--- src/rtl/rggen_host_arbiter.sv ---
// Round-robin arbiter sharing one register-block host bus between several
// requesting bridges. One access is in flight at a time; an optional timeout
// terminates an access the downstream side never answers.
module rggen_host_arbiter #(
    parameter int NUM_HOSTS      = 2,
    parameter int ADDRESS_WIDTH  = 16,
    parameter int DATA_WIDTH     = 32,
    parameter int TIMEOUT_CYCLES = 0
) (
    input  logic                              clk,
    input  logic                              rst_n,
    input  logic [NUM_HOSTS-1:0]              i_request,
    input  logic [NUM_HOSTS*ADDRESS_WIDTH-1:0] i_address,
    input  logic [NUM_HOSTS-1:0]              i_write,
    input  logic [NUM_HOSTS*DATA_WIDTH-1:0]   i_write_data,
    output logic [NUM_HOSTS-1:0]              o_ready,
    output logic [DATA_WIDTH-1:0]             o_read_data,
    output logic [1:0]                        o_status,
    output logic                              o_request,
    output logic [ADDRESS_WIDTH-1:0]          o_address,
    output logic                              o_write,
    output logic [DATA_WIDTH-1:0]             o_write_data,
    input  logic                              i_ready,
    input  logic [DATA_WIDTH-1:0]             i_read_data,
    input  logic [1:0]                        i_status
);

    localparam int GW = (NUM_HOSTS > 1) ? $clog2(NUM_HOSTS) : 1;
    localparam int TW = (TIMEOUT_CYCLES > 0) ? $clog2(TIMEOUT_CYCLES + 1) : 1;
    localparam logic [GW-1:0] LAST_HOST  = GW'(NUM_HOSTS - 1);
    localparam logic [TW-1:0] TIMER_LAST = TW'((TIMEOUT_CYCLES > 0) ? TIMEOUT_CYCLES - 1 : 0);
    localparam logic [1:0]    STATUS_SLVERR = 2'b10;

    typedef enum logic {
        IDLE = 1'b0,
        BUSY = 1'b1
    } state_e;

    state_e          state_q, state_d;
    logic [GW-1:0]   grant_q, grant_d;
    logic [GW-1:0]   ptr_q, ptr_d;
    logic [TW-1:0]   timer_q, timer_d;

    logic            any_request;
    logic [GW-1:0]   rr_pick;
    logic            timeout_hit;
    logic            complete;

    // Round-robin pick: first requester above the pointer, else first at or below it.
    always_comb begin
        logic            found_hi;
        logic            found_lo;
        logic [GW-1:0]   pick_hi;
        logic [GW-1:0]   pick_lo;
        // NOTE: every combinational output gets a default before any branch so no latch is inferred.
        found_hi    = 1'b0;
        found_lo    = 1'b0;
        pick_hi     = '0;
        pick_lo     = '0;
        for (int j = 0; j < NUM_HOSTS; j++) begin
            if (!found_hi && i_request[j] && (GW'(j) > ptr_q)) begin
                found_hi = 1'b1;
                pick_hi  = GW'(j);
            end
            if (!found_lo && i_request[j] && (GW'(j) <= ptr_q)) begin
                found_lo = 1'b1;
                pick_lo  = GW'(j);
            end
        end
        any_request = found_hi || found_lo;
        rr_pick     = found_hi ? pick_hi : pick_lo;
    end

    // Timeout fires on the last allowed BUSY cycle; a same-cycle i_ready wins.
    assign timeout_hit = (TIMEOUT_CYCLES > 0) && (state_q == BUSY) && !i_ready
                         && (timer_q == TIMER_LAST);
    assign complete    = (state_q == BUSY) && (i_ready || timeout_hit);

    // State register: arbitration state, grant, last-grant pointer and timer.
    always_ff @(posedge clk or negedge rst_n) begin
        if (!rst_n) begin
            state_q <= IDLE;
            grant_q <= '0;
            ptr_q   <= LAST_HOST;
            timer_q <= '0;
        end else begin
            // NOTE: state updates use non-blocking assignments so all registers see pre-edge values.
            state_q <= state_d;
            grant_q <= grant_d;
            ptr_q   <= ptr_d;
            timer_q <= timer_d;
        end
    end

    // Next-state logic: grant in IDLE, wait for completion or timeout in BUSY.
    always_comb begin
        state_d = state_q;
        grant_d = grant_q;
        ptr_d   = ptr_q;
        timer_d = timer_q;
        case (state_q)
            IDLE: begin
                if (any_request) begin
                    state_d = BUSY;
                    grant_d = rr_pick;
                    timer_d = '0;
                end
            end
            BUSY: begin
                if (complete) begin
                    state_d = IDLE;
                    ptr_d   = grant_q;
                end else begin
                    timer_d = timer_q + TW'(1);
                end
            end
            default: state_d = IDLE;
        endcase
    end

    // Output logic: downstream mux while BUSY, completion response to the granted host.
    always_comb begin
        o_request    = 1'b0;
        o_address    = '0;
        o_write      = 1'b0;
        o_write_data = '0;
        o_ready      = '0;
        o_read_data  = '0;
        o_status     = 2'b00;
        if (state_q == BUSY) begin
            o_request = 1'b1;
            for (int j = 0; j < NUM_HOSTS; j++) begin
                if (grant_q == GW'(j)) begin
                    o_address    = i_address[j*ADDRESS_WIDTH +: ADDRESS_WIDTH];
                    o_write      = i_write[j];
                    o_write_data = i_write_data[j*DATA_WIDTH +: DATA_WIDTH];
                end
            end
        end
        if (complete) begin
            for (int j = 0; j < NUM_HOSTS; j++) begin
                o_ready[j] = (grant_q == GW'(j));
            end
            if (i_ready) begin
                o_read_data = i_read_data;
                o_status    = i_status;
            end else begin
                o_status    = STATUS_SLVERR;
            end
        end
    end

endmodule

--- config.mk ---
export PLATFORM = sky130hd
export DESIGN_NAME = rggen_host_arbiter
export DESIGN_NICKNAME = d
export VERILOG_FILES = /design/src/rtl/rggen_host_arbiter.sv
export SDC_FILE = /design/constraint.sdc
export NUM_CORES = 1
export LEC_CHECK = 0
export BUFFER_PORTS_ARGS = -buffer_cell sky130_fd_sc_hd__buf_2
export CORE_AREA = 2 2 86 88
export CTS_BUF_LIST = sky130_fd_sc_hd__clkbuf_8
export DETAILED_ROUTE_END_ITERATION = 10
export DIE_AREA = 0 0 88 90
export MAX_ROUTING_LAYER = met4
export SYNTH_ARGS = -nofsm -noshare
export SYNTH_HDL_FRONTEND = slang
export SYNTH_SLANG_ARGS = --single-unit
export TNS_END_PERCENT = 5
--- constraint.sdc ---
create_clock -name clk -period 1.1 [get_ports clk]
set_input_delay 0.055 -clock clk [delete_from_list [all_inputs] [get_ports clk]]
set_output_delay 0.055 -clock clk [all_outputs]
set_load 0.1 [all_outputs]
### Yosys cells after proc, flatten, opt, wreduce, memory -nomap -nowiden

Cells that the tools add are included.
W data, S select, Z words.

| word-level totals | value |
|---|---|
| register bits after elaboration | 3 |
| input port bits | 137 |
| output and inout bits | 86 |

| cells by class | value |
|---|---|
| $lt $le $gt $ge | 4 |
| muxes and demuxes | 22 |
| bitwise gates (word level) | 2 |
| reductions and logical operators | 12 |

Operators by type and width:

| operator | count |
|---|---|
| $mux W32 | 4 |
| $mux W16 | 2 |
| $mux W1 | 12 |
| $logic_and A1 B1 Y1 | 7 |
| $mux W2 | 3 |
| $reduce_and A2 Y1 | 2 |
| $gt A1 B1 Y1 const A | 2 |
| $le A1 B1 Y1 const A | 2 |
| $logic_not A1 Y1 | 2 |
| $not A1 Y1 | 2 |
| $pmux W1 S2 | 1 |
| $logic_or A1 B1 Y1 | 1 |

### Logic depth before layout (Yosys ltp)

| depth | value |
|---|---|
| depth after elaboration | 10 |
| mapped depth | 4 |
| depth with buffers taken out | 2 |

### Worst setup path before layout

OpenSTA, ideal clock, no wires.

| timing path | value |
|---|---|
| kind | reg2out |
| from | register state_q |
| to | output port o_address[0] |
| data arrival time | 2564 ps |
| setup slack | -1519 ps |
| stages on the path, launching flop included | 4 |
| buffers on the path | 1 |
| path through | dfrtp_1 > inv_2 > clkbuf_1 > nor2_1 |

| between the ends | value |
|---|---|
| longest elaborated chain between the ends | 1 |

RTL lines:

| element | line | RTL |
|---|---|---|
| from (decl) | 39 | `state_e state_q, state_d;` |
| from (signal assigned) | 88 | `state_q <= state_d;` |
| $mux W16 | 130 | `if (state_q == BUSY) begin` |
| to (decl) | 20 | `output logic [ADDRESS_WIDTH-1:0] o_address,` |

Every way passes these cells.

### Final worst setup path

| timing path | value |
|---|---|
| from | register grant_q |
| to | output port o_write_data[24] |

| between the ends | value |
|---|---|
| longest elaborated chain between the ends | 2 |

RTL lines:

| element | line | RTL |
|---|---|---|
| from (decl) | 40 | `logic [GW-1:0] grant_q, grant_d;` |
| from (signal assigned) | 89 | `grant_q <= grant_d;` |
| $mux W32 | 133 | `if (grant_q == GW'(j)) begin` |
| $mux W32 | 130 |  |
| to (decl) | 22 | `output logic [DATA_WIDTH-1:0] o_write_data,` |

Every way passes these cells.

==> results.toml <==
[detailed_routing]
route.vias.total = 2145
route.detailed.drc = 0
avgRoutedWirePerCell_um = 14.5
antenna_left = 0
first_pass_iters = 4
drt_first_iter_violations = 23
via_per_inst = 4.37
wl_um = 7110

[timing]
slew-limit-headroom = 0.825
fin_worst_skew_ps = 3.89
finalHoldViolCount = 0
final_period_minus_worst_setup_slack_ps = 1490
achievable-frequency_ghz = 0.672
fin_ws_ps = -389
max_slew.worst_pin.slew_ps = 256
final_max_slew_viol_count = 0
setup_viol = 88
final_min_period_over_clock_period = 1.35
setup_repair_after_global_routing_missed_its_margin = "yes"

[worst_setup_path]
cp_top_family = "buffers and inverters"
critical_path.max_fanout = 13
cell_occurring_most_often_along_the_worst_timing_path = "buf_12"
cp_data_required_time_ps = 1040
timing.setup.critical_path_class = "reg -> out"
critical_path.cell_chain = "buf_4 -> buf_12 -> mux2i_2 -> nor2_4 -> buf_12"
worst_reg2reg_path_startpoint = "grant_q"
critPathMaxStageDelay_ps = 400
crit_path_start_kind = "flip-flop"
timing.critical_path.from = "grant_q"
critical_path_buf_inv_count = 3
arrival_ps = 1430
worst_setup_path_end_kind = "output pin"
cpMaxStageDelayCell = "dfrtp_2"

[final_layout]
final_layout_size_suffix_gt1_frac = 0.967
layout.area.seq_um2 = 81.3
nFillCells = 526
area_growth_syn_to_layout_pct = 300
antenna_cells = 0
stdcell_area_um2 = 4650
multi_input_comb_area_um2 = 1650
final_net_count = 530

[synth]
synthDominantCellAreaShare = 0.422
dominantRegCellSynth = "dfrtp_1"
postSynthAreaPerCell_um2 = 7.17
netlist_area_um2 = 1160
synth_cell_type_count = 18
netlist_instances = 162
synth-edff-count = 0
ys_top_cells_by_area = "mux2i_1 (42%), and3_1 (18%), nor2_1 (16%)"
yosys.area.top_type = "mux2i_1"
synth.yosys.seq_area_share = 0.0657
async_reset_ff_frac = 1.00
synth_fp_nets = 299
yosysMostFrequentCell = "nor2_1"
post_synth_most_frequent_cells = "nor2_1 (50), mux2i_1 (49), and3_1 (34)"
ys_ff_latch = 3
total_number_of_yosys_warnings = 0

[power_and_ir_drop]
total_power_mw = 7.83
ir_worst_vdd_v = 0.000731
static-leakage-power_nw = 2.05
power.density_cell_area_nw_per_um2 = 1690

[cts]
clk_pin_slew_worst_paths_ps = 30
numCtsBuffers = 3
clock_path_buffers = 2
cts_root_buffer = "clkbuf_8"
cts_tree = "built"
cts_h_tree_depth = 1
clock_insertion_delay_worst_skew_ps = 220
cts.sinks = 3

[placement]
placed_area_um2 = 4320
port_buffers = 222
gp_congestion = 0.744
detailedPlacementHpwl_um = 5620

[die]
initial_core_util = 0.165
core.rowCount = 31
dieHeight_um = 90
dieArea_um2 = 7920
pin_count = 223
floorplan.die.width_um = 88
coreArea_um2 = 7020

[global_routing]
grt_first_pass_wirelength_um = 10100
globalRouteMet1Util = 0.161
groute.layer.met3.usage = 0.0248
antenna_found_initial = 0
largest_net_degree_at_the_start_of_global_routing = 37
gr-total-overflow = 0
grt_pass1_vias = 2257
most_used_routing_layer_in_global_routing = "met2"
use_met2 = 0.309
groute.usage.overall = 0.161

[run_status]
outcome = "finished with violations"
failed_checks = "negative setup slack"

[worst_hold_path]
timing.hold.worst.start = "i_request[1]"
hold_path_class = "in -> reg"

[flow_run]
cap_violations = 0
## worst reg2reg max path, delay by kind of cell, from the launching register on
kind	cells	cell delay [ps]
DFF	1	400
AOI/OAI and AO/OA	1	210
buffers and inverters	3	430
## cell families after synthesis
logic type	Yosys count	synth area share
DFF	3	0.0657
AOI/OAI and AO/OA	3	0.0226
and+or+nand+nor	88	0.363
muxes	49	0.422
buffers and inverters	19	0.126
## cell type report
cell class,count,area share
Sequential cell,3,0.0175
Inverter,1,0.00189
Timing Repair Buffer,244,0.590
Tap cell,99,0.0267
Clock buffer,3,0.00889
Multi-Input combinational cell,140,0.354
Clock inverter,1,0.000808
## layer usage
layer,vias up,wire length (um)
met3,16,560
met1,970,2370
met5,-,0
met4,0,193
met2,137,3990
li1,1022,-
## through the flow
| step | TNS (ps) | util | hold slack, ps | setup WS [ps] | cells |
|---|---|---|---|---|---|
| 3_3_place_gp | -5570 | 0.616 | -149 | -139 | 479 |
| 6_report | -25530 | 0.662 | 86.3 | -389 | 491 |
| 2_1_floorplan | -28870 | - | -241 | -347 | 162 |
| 3_5_place_dp | -6580 | 0.616 | -149 | -176 | 479 |
| 4_1_cts | -26530 | 0.633 | 90.2 | -388 | 484 |
| 5_1_grt | -29220 | 0.662 | 101 | -443 | 491 |
## where the power goes
group	total, mW	internal, mW	switching (mW)
clock network	0.322	0.238	0.0836
logic	7.34	2.89	4.45
registers	0.170	0.147	0.0227
total	7.83	3.28	4.55
## what timing repair did
action / 4_1_cts / 5_1_grt
hold buffers: 1 / 0
pin swaps: 1 / 27
setup buffers: 0 / 3
resized for setup: 18 / 27
setup endpoints to repair: 88 / 87
gates cloned: 0 / 4
hold endpoints to repair: 3 / 0
## final timing paths
check / end / slack (ps) / cells after the start
max reg2reg: grant_q / -50 / 4
min in group asynchronous: state_q / 170 / 2
min reg2reg: ptr_q / 520 / 1
max: o_write_data[24] / -390 / 5
min: state_q / 90 / 2
max in group asynchronous: ptr_q / 750 / 2
## sequential cells by signal, summed over array words and instances (netlist names)
name     flops
ptr_q        1
grant_q      1
state_q      1
## layout by cell type, fill, tap and decap left out
master / count
a21o_1: 1
a32o_1: 1
inv_1: 1
mux2i_4: 1
nand2b_1: 1
nand2_1: 1
buf_4: 7
buf_6: 1
clkbuf_8: 3
mux2i_2: 42
buf_12: 96
and3_4: 31
buf_2: 136
dfrtp_4: 1
and3_2: 4
o31a_1: 1
mux2i_1: 6
dfstp_2: 1
inv_6: 1
clkbuf_16: 2
dfrtp_2: 1
nor2_4: 50
dlygate4sd3_1: 1
nand2_2: 1
buf_8: 1
No activity file was read; power rests on OpenSTA's default activity.
